File: src/rtl/tiny_nn_pkg.sv
// Shared types for the tiny_nn core and its command sequencer.
// fp_t is signed Q8.8 fixed point; FPZero is its zero encoding.
package tiny_nn_pkg;

  typedef logic signed [15:0] fp_t;
  localparam fp_t FPZero = '0;

  typedef enum logic [1:0] {
    OpLoadParam = 2'd0,
    OpLoadVal   = 2'd1,
    OpDot8      = 2'd2,
    OpDot4      = 2'd3
  } nn_cmd_op_e;

  // Dot8 walks Mul0..Final, Dot4 walks Mul..Fin1; both end in Resp.
  typedef enum logic [3:0] {
    StIdle  = 4'd0,
    StMul0  = 4'd1,
    StMul1  = 4'd2,
    StAcc0  = 4'd3,
    StAcc1  = 4'd4,
    StFinal = 4'd5,
    StMul   = 4'd6,
    StL0    = 4'd7,
    StFin1  = 4'd8,
    StResp  = 4'd9
  } ctrl_state_e;

endpackage

File: src/rtl/tiny_nn_core_ctrl.sv
// Command sequencer for one tiny_nn core: turns host commands into registered
// core strobes and returns the accumulate output as a held result.
module tiny_nn_core_ctrl
  import tiny_nn_pkg::*;
#(
  parameter int ValArrayWidth  = 4,
  parameter int ValArrayHeight = 2,
  parameter int CountWidth     = 16
) (
  input  logic                  clk_i,
  input  logic                  rst_i,
  input  logic                  cmd_valid_i,
  output logic                  cmd_ready_o,
  input  nn_cmd_op_e            cmd_op_i,
  input  logic [2:0]            cmd_idx_i,
  input  logic                  cmd_row_i,
  input  logic                  cmd_relu_i,
  input  fp_t                   cmd_data_i,
  output logic                  res_valid_o,
  input  logic                  res_ready_i,
  output fp_t                   res_o,
  input  fp_t                   core_accumulate_i,
  output fp_t                   val_o,
  output logic [1:0]            val_shift_o,
  output fp_t                   param_o,
  output logic [7:0]            param_write_o,
  output logic                  mul_row_sel_o,
  output logic                  mul_en_o,
  output logic                  accumulate_out_relu_o,
  output logic [1:0]            accumulate_mode_0_en_o,
  output logic [1:0]            accumulate_mode_1_en_o,
  output ctrl_state_e           state_o,
  output logic [CountWidth-1:0] dot_count_o
);

  if (ValArrayWidth != 4) begin : g_bad_width
    $error("tiny_nn_core_ctrl: only ValArrayWidth=4 is supported");
  end
  if (ValArrayHeight != 2) begin : g_bad_height
    $error("tiny_nn_core_ctrl: only ValArrayHeight=2 is supported");
  end

  // Handshakes: a command transfers on a cycle where cmd_valid_i && cmd_ready_o;
  // a result transfers on a cycle where res_valid_o && res_ready_i. Once
  // raised, res_valid_o and res_o hold until that transfer.
  ctrl_state_e           r_state;
  logic                  r_row;
  logic                  r_relu;
  logic [CountWidth-1:0] r_dot_count;
  fp_t                   r_val;
  logic [1:0]            r_val_shift;
  fp_t                   r_param;
  logic [7:0]            r_param_write;
  logic                  r_row_sel;
  logic                  r_mul_en;
  logic                  r_out_relu;
  logic [1:0]            r_mode_0_en;
  logic [1:0]            r_mode_1_en;
  logic                  r_res_valid;

  logic                  w_accept;
  logic                  w_res_hs;
  logic                  w_row;
  logic                  w_relu;
  ctrl_state_e           w_state_nxt;
  fp_t                   w_val_nxt;
  logic [1:0]            w_val_shift_nxt;
  fp_t                   w_param_nxt;
  logic [7:0]            w_param_write_nxt;
  logic                  w_row_sel_nxt;
  logic                  w_mul_en_nxt;
  logic                  w_out_relu_nxt;
  logic [1:0]            w_mode_0_en_nxt;
  logic [1:0]            w_mode_1_en_nxt;
  logic                  w_res_valid_nxt;

  assign w_accept = cmd_valid_i && (r_state == StIdle);
  assign w_res_hs = (r_state == StResp) && res_ready_i;
  assign w_row    = w_accept ? cmd_row_i : r_row;
  assign w_relu   = w_accept ? cmd_relu_i : r_relu;

  always_comb begin
    w_state_nxt = r_state;
    case (r_state)
      StIdle: begin
        if (w_accept) begin
          case (cmd_op_i)
            OpDot8:  w_state_nxt = StMul0;
            OpDot4:  w_state_nxt = StMul;
            default: w_state_nxt = StIdle;
          endcase
        end
      end
      StMul0:  w_state_nxt = StMul1;
      StMul1:  w_state_nxt = StAcc0;
      StAcc0:  w_state_nxt = StAcc1;
      StAcc1:  w_state_nxt = StFinal;
      StFinal: w_state_nxt = StResp;
      StMul:   w_state_nxt = StL0;
      StL0:    w_state_nxt = StFin1;
      StFin1:  w_state_nxt = StResp;
      StResp:  w_state_nxt = res_ready_i ? StIdle : StResp;
      default: w_state_nxt = StIdle;
    endcase
  end

  // Strobes are decoded from the state being entered, so each registered
  // output lines up with the cycle in which the FSM sits in that state.
  always_comb begin
    w_val_nxt         = FPZero;
    w_val_shift_nxt   = 2'b00;
    w_param_nxt       = FPZero;
    w_param_write_nxt = 8'h00;
    w_row_sel_nxt     = 1'b0;
    w_mul_en_nxt      = 1'b0;
    w_out_relu_nxt    = 1'b0;
    w_mode_0_en_nxt   = 2'b00;
    w_mode_1_en_nxt   = 2'b00;
    w_res_valid_nxt   = 1'b0;

    if (w_accept && (cmd_op_i == OpLoadParam)) begin
      w_param_write_nxt = 8'(1) << cmd_idx_i;
      w_param_nxt       = cmd_data_i;
    end
    if (w_accept && (cmd_op_i == OpLoadVal)) begin
      w_val_shift_nxt = 2'(1) << cmd_row_i;
      w_val_nxt       = cmd_data_i;
    end

    case (w_state_nxt)
      StMul0: begin
        w_row_sel_nxt = 1'b1;
        w_mul_en_nxt  = 1'b1;
      end
      StMul1: begin
        w_mul_en_nxt    = 1'b1;
        w_mode_0_en_nxt = 2'b01;
      end
      StAcc0: begin
        w_row_sel_nxt   = 1'b1;
        w_mode_0_en_nxt = 2'b01;
      end
      StAcc1:  w_mode_0_en_nxt = 2'b01;
      StFinal: w_mode_0_en_nxt = 2'b10;
      StMul: begin
        w_row_sel_nxt = ~w_row;
        w_mul_en_nxt  = 1'b1;
      end
      StL0: begin
        w_row_sel_nxt   = ~w_row;
        w_mode_1_en_nxt = 2'b01;
      end
      StFin1: begin
        w_row_sel_nxt   = ~w_row;
        w_mode_1_en_nxt = 2'b10;
        w_out_relu_nxt  = w_relu;
      end
      StResp:  w_res_valid_nxt = 1'b1;
      default: ;
    endcase
  end

  always_ff @(posedge clk_i) begin
    if (rst_i) begin
      r_state       <= StIdle;
      r_row         <= 1'b0;
      r_relu        <= 1'b0;
      r_dot_count   <= '0;
      r_val         <= FPZero;
      r_val_shift   <= 2'b00;
      r_param       <= FPZero;
      r_param_write <= 8'h00;
      r_row_sel     <= 1'b0;
      r_mul_en      <= 1'b0;
      r_out_relu    <= 1'b0;
      r_mode_0_en   <= 2'b00;
      r_mode_1_en   <= 2'b00;
      r_res_valid   <= 1'b0;
    end else begin
      r_state       <= w_state_nxt;
      r_row         <= w_row;
      r_relu        <= w_relu;
      r_val         <= w_val_nxt;
      r_val_shift   <= w_val_shift_nxt;
      r_param       <= w_param_nxt;
      r_param_write <= w_param_write_nxt;
      r_row_sel     <= w_row_sel_nxt;
      r_mul_en      <= w_mul_en_nxt;
      r_out_relu    <= w_out_relu_nxt;
      r_mode_0_en   <= w_mode_0_en_nxt;
      r_mode_1_en   <= w_mode_1_en_nxt;
      r_res_valid   <= w_res_valid_nxt;
      if (w_res_hs) begin
        r_dot_count <= r_dot_count + CountWidth'(1);
      end
    end
  end

  assign cmd_ready_o            = (r_state == StIdle);
  assign res_valid_o            = r_res_valid;
  // The core holds its accumulator while we wait in Resp, so res_o is stable.
  assign res_o                  = r_res_valid ? core_accumulate_i : FPZero;
  assign val_o                  = r_val;
  assign val_shift_o            = r_val_shift;
  assign param_o                = r_param;
  assign param_write_o          = r_param_write;
  assign mul_row_sel_o          = r_row_sel;
  assign mul_en_o               = r_mul_en;
  assign accumulate_out_relu_o  = r_out_relu;
  assign accumulate_mode_0_en_o = r_mode_0_en;
  assign accumulate_mode_1_en_o = r_mode_1_en;
  assign state_o                = r_state;
  assign dot_count_o            = r_dot_count;

endmodule

File: config.mk
export PLATFORM = sky130hd
export DESIGN_NAME = tiny_nn_core_ctrl
export DESIGN_NICKNAME = d
export VERILOG_FILES = /design/src/rtl/tiny_nn_pkg.sv /design/src/rtl/tiny_nn_core_ctrl.sv
export SDC_FILE = /design/constraint.sdc
export NUM_CORES = 1
export LEC_CHECK = 0
export BUFFER_PORTS_ARGS = -buffer_cell sky130_fd_sc_hd__clkbuf_2
export CAP_MARGIN = 20
export CORE_UTILIZATION = 40
export CTS_CLUSTER_SIZE = 10
export DETAILED_ROUTE_END_ITERATION = 6
export PLACE_DENSITY = 0.7
export SYNTH_ARGS = -nofsm -noshare
export SYNTH_HDL_FRONTEND = slang
export SYNTH_SLANG_ARGS = --single-unit
File: constraint.sdc
create_clock -name clk_i -period 2.02 [get_ports clk_i]
set_input_delay 0.404 -clock clk_i [delete_from_list [all_inputs] [get_ports clk_i]]
set_output_delay 0.404 -clock clk_i [all_outputs]
set_load 0.01 [all_outputs]
* After elaboration in Yosys (flattened, before gate mapping)
Cells that the tools add are included.
Storage, ports and cells: input port bits 43, register bits 72, latch bits 0, memories kept 0, memory bits (writable) 0, bits in read-only memories 0
Operators by class: div/mod/pow operators 0, multiplexer cells 12, magnitude comparators 0, multiply operators 0, shift-type cells 2, bitwise logic cells 4, reductions and logical operators 14, $add $sub $neg 1, equal/unequal tests 21
Operators with widths (count):
- $pmux W4 S9 | 1
- $eq A4 B3 Y1 const B | 8
- $add A16 B1 Y16 const B | 1
- $eq A4 B2 Y1 const B | 4
- $eq A4 B4 Y1 const B | 4
- $mux W16 | 1
- $reduce_or A2 Y1 | 5
- $reduce_or A3 Y1 | 3
- $eq A4 B1 Y1 const B | 2
- $mux W4 | 2
- $pmux W2 S2 | 2
- $shl A1 B3 Y8 const A | 1
- $pmux W3 S2 | 1
- $eq A2 B2 Y1 const B | 2
- $logic_and A1 B1 Y1 | 4
- $logic_not A4 Y1 | 1
- $mux W1 | 4
- $not A1 Y1 | 4
- $eq A2 B1 Y1 const B | 1
- $logic_not A2 Y1 | 1
- $pmux W1 S2 | 1
- $shl A1 B1 Y2 const A | 1

* Logic depth before layout (Yosys ltp)
depth after elaboration 7, mapped depth 5

* Worst setup path after synthesis
Ideal clock, no wire load.
path type register to register, start point reg r_state[3], in the netlist state_o[3], end point reg r_val[10], in the netlist val_o[10], period minus slack after synthesis 1646 ps, cell stages (with the launch flop) 6, setup slack 374 ps, buffers on the path 1, data arrival time 1587 ps, cell sequence dfxtp_1 -> nor4_4 -> nand2_2 -> nor4b_4 -> buf_6 -> and2_1
Between the ends: cells in the longest elaborated chain, start to end 5
RTL lines:
- start, declared | RTL line tiny_nn_core_ctrl.sv:46 | ctrl_state_e r_state;
- start signal, assigned | RTL line tiny_nn_core_ctrl.sv:165 | r_state <= StIdle;
- start signal, assigned | RTL line tiny_nn_core_ctrl.sv:180 | r_state <= w_state_nxt;
- $logic_not A4 Y1
- via cmd_ready_o | RTL line tiny_nn_core_ctrl.sv:13 | output logic cmd_ready_o,
- $logic_and A1 B1 Y1 | RTL line tiny_nn_core_ctrl.sv:77 | assign w_accept = cmd_valid_i && (r_state == StIdle);
- $logic_and A1 B1 Y1 | RTL line tiny_nn_core_ctrl.sv:125 | if (w_accept && (cmd_op_i == OpLoadVal)) begin
- $not A1 Y1 (no source line)
- $reduce_or A2 Y1 (no source line)
- end signal, assigned | RTL line tiny_nn_core_ctrl.sv:169 | r_val <= FPZero;
- end signal, assigned | RTL line tiny_nn_core_ctrl.sv:183 | r_val <= w_val_nxt;
- end, declared | RTL line tiny_nn_core_ctrl.sv:50 | fp_t r_val;
The timed path passes the listed nets, and every way through them passes these cells. A chain may end at the register's enable or synchronous reset.

* Worst setup path after layout
start point reg r_state[2], in the netlist state_o[2], end point out cmd_ready_o
Between the ends: cells in the longest elaborated chain, start to end 1
RTL lines:
- $logic_not A4 Y1 | RTL line tiny_nn_core_ctrl.sv:199 | assign cmd_ready_o = (r_state == StIdle);
- end, declared | RTL line tiny_nn_core_ctrl.sv:13
No other way between the ends.

==> qor.txt <==
Status - finished, final reports clean
DRC violations left - 0
F_max - 0.551 GHz
First-pass GRT wire length - 9600 um
Number of global-route vias before repair - 2016
R2R setup slack - 0.22 ns
Initial core utilization - 41.6%
CP Launch Type - flop
Reg2Reg Depth - 5
Yosys Warn Count - 0
Max_slew headroom - 71.6%
Layout Nets - 446
Compound-Gate Fraction of Synth Area - 8.29%
Crit share post-route - 89.8%
R2R Path Start - state_o[0]
Post-synthesis cell area - 2660 um2
Post-CTS Setup Inserts - 0
Worst hold endpoint - val_shift_o[0]
Cell accounting for the most synthesized area - dfxtp_1
Crit path kind - flop to output pin
Critical Path AT - 1.41 ns
Sw Share - 26.4%
Diodes inserted - 0
Vias per inst - 4.96
Comb power frac - 11.3%
Core area - 6390 um2
Max Used Layer - met4
Synthesized-area fraction occupied by adder cells - 0.471%
First-pass DRT Iterations - 7
Yosys reg bits - 72
Internal - 2.19 mW
Reg2Reg Capture Point - dot_count_o[9]
Synth unique cells - 44
Sequential power share - 50.1%
Initial antenna violation count - 0
Top FF cell, synth - dfxtp_1
Die width - 83.5 um
Worst-Skew Late Latency - 0.35 ns
Peak supply drop - 0.650 mV
Mean post-synth cell area - 9.99 um2
Synth Area in XOR/XNOR - 2.31%
Crit. End Element - output pin
Layout fillers - 587
Clock-pin slew on the worst setup and hold paths - 0.09 ns
Die Span Y - 83.5 um
DRT iter0 DRCs - 104
Worst Skew - 0.0111 ns
Placed Area - 3410 um2
Unrepaired setup endpoints after global routing - false
Share of layout cells above drive strength 1 - 39.6%
Max Cap Viol - 0
I/O Buffers - 129
Setup violators final - 0
Hold Path Class - input pin to flop
Overall Global Routing Usage - 17.5%
Post-synth ARST share - 0%
Post-DR wirelength/cell - 12.6 um
Pleak - 1.72 nW
Final hold viol count - 0
Met2 wire length - 2920 um
Critical Path RT - 1.62 ns
Root Driver - clkbuf_8
Metal1 wirelength - 2640 um
Main combinational cell family by area after synthesis - simple AND/OR/NAND/NOR gates
Grt ovf - 0
P_sw - 0.786 mW
Mux cell area share after synthesis - 0.377%
Slew Viols, Final - 0
CTS max path bufs - 2
Post-route cell area - 3610 um2
DIE AREA - 6970 um2
Synth top area share - 54.2%
Cells after Synth - 266
Area Growth Syn to Fin - 35.8%
Sum Neg Setup Slack - 0 ns
Post-cts sizing count - 0
Post-Route WL - 6090 um
Simple-gate share of the synthesized area - 31.3%
Crit-path max FO - 8
Largest net degree at the start of global routing - 22
Pwr/cell area - 826 nW/um2
Mapped Nets - 310
I/O pin count - 130
Post-CTS Hold Buffers - 0
CTS tree - done
WL met3 - 396 um
Number of buffers created by CTS - 9
Worst Tran Pin Value - 0.426 ns
Register area share after synthesis - 54.2%
CTS H-tree depth - 3
Hpwl dp - 4520 um
Via count - 2403
HP Start - cmd_row_i
Ranking of synthesized cells by area - dfxtp_1 (54%), and2_1 (12%), nor2_1 (2.5%)
Hold Path Depth - 2
EDFF count, synth - 0
Routed Antenna Nets - 0
Final Critical Period - 1.81 ns
Rows - 29
Clock Sinks - 72
GPL Wtd Cong - 0.787
Clock power share - 38.6%
-- how the worst max path moves through the flow --
| stage | startpoint | to | slack (ns) | cells past startpoint |
|---|---|---|---|---|
| floorplan | state_o[3] | val_o[10] | 0.37 | 5 |
| global placement | dot_count_o[4] | dot_count_o[13] | 0.31 | 4 |
| detailed placement | state_o[0] | dot_count_o[9] | 0.25 | 5 |
| CTS | state_o[2] | cmd_ready_o | 0.19 | 2 |
| global route | state_o[2] | cmd_ready_o | 0.08 | 2 |
| finish | state_o[2] | cmd_ready_o | 0.21 | 2 |
-- synthesized netlist by cell type, types with 2 or more instances --
cell / number
a211o_1: 3
a211oi_1: 2
a21oi_1: 11
a22oi_1: 2
a31oi_1: 2
and2_1: 51
and3_1: 5
buf_2: 4
clkbuf_1: 7
dfxtp_1: 72
inv_1: 3
nand2_1: 11
nand2b_1: 3
nand3_1: 6
nand4_1: 7
nor2_1: 18
nor2b_1: 2
nor3_1: 9
nor3b_1: 2
nor4_1: 3
o21ai_0: 5
o31ai_1: 4
or3_1: 4
or4_1: 4
xor2_1: 7
-- worst max-delay path, stage by stage (launching register included) --
cell      delay, ns
dfxtp_1        0.40
nor4_4         0.45
clkbuf_2       0.22
-- flip-flops by register name, indices dropped and copies added, names as in the netlist --
register and flops:
param_write_o 8, res_valid_o 1, param_o 16, accumulate_out_relu_o 1
mul_row_sel_o 1, accumulate_mode_1_en_o 2, dot_count_o 16, val_o 16
val_shift_o 2, r_row 1, accumulate_mode_0_en_o 2, state_o 4
mul_en_o 1, r_relu 1
-- per-stage QoR --
stage,utilization (%),power (mW),setup slack (ns),hold WS [ns],cells
6_report,56.5,2.98,0.205,0.235,484
5_1_grt,56.5,3.12,0.0761,0.217,484
4_1_cts,56.5,3.01,0.187,0.225,484
3_5_place_dp,53.3,1.86,0.250,0.484,468
3_3_place_gp,53.3,1.86,0.306,0.476,468
2_1_floorplan,-,1.71,0.374,0.455,266
-- cells by family (layout without fill, tap and decap cells) --
family	count (synthesis)	count (layout)
AND/OR/NAND/NOR	134	134
flip-flops	72	72
AO/OA/AOI/OAI	34	34
buffers and inverters	17	158
XOR/XNOR	7	7
adder cells (fa/ha/maj)	1	1
multiplexers	1	1
-- layout by cell type, fill, tap and decap left out, drive strengths merged, types with 2 or more instances in the layout --
master	count
inv	5
a22oi	2
and3	5
o21ai	5
nand4	8
a211o	3
clkbuf	138
buf	10
or4	4
clkinv	4
nor2	18
or3	4
nand2b	3
nand3	7
xor2	7
nor3b	2
and2	51
nor2b	2
nor4	4
nand2	12
nor3	9
a31oi	2
a21oi	11
o31ai	4
a211oi	2
dfxtp	72
-- area by class of cell --
cell class / instances / area [um2] / share of cell area [%]
Clock buffer: 9 / 124 / 3.43
Clock inverter: 7 / 78.8 / 2.18
Inverter: 3 / 11.3 / 0.312
Multi-Input combinational cell: 177 / 1140 / 31.5
Sequential cell: 72 / 1440 / 39.9
Tap cell: 77 / 96.3 / 2.67
Timing Repair Buffer: 139 / 721 / 20.0
-- metal layers --
layer  global-route usage, %  vias up
met5                       0        -
met4                    8.94        0
met3                    4.55       10
met2                    28.1       98
met1                    21.9     1100
li1                        -     1195
-- power by group through the flow --
stage	Clock, mW	Sequential (mW)	Combinational, mW
global placement	0	1.53	0.333
floorplan	0	1.54	0.178
finish	1.15	1.49	0.337
detailed placement	0	1.53	0.337
global route	1.25	1.50	0.374
CTS	1.18	1.49	0.339
Note: power is estimated with default switching activity, not from simulation.
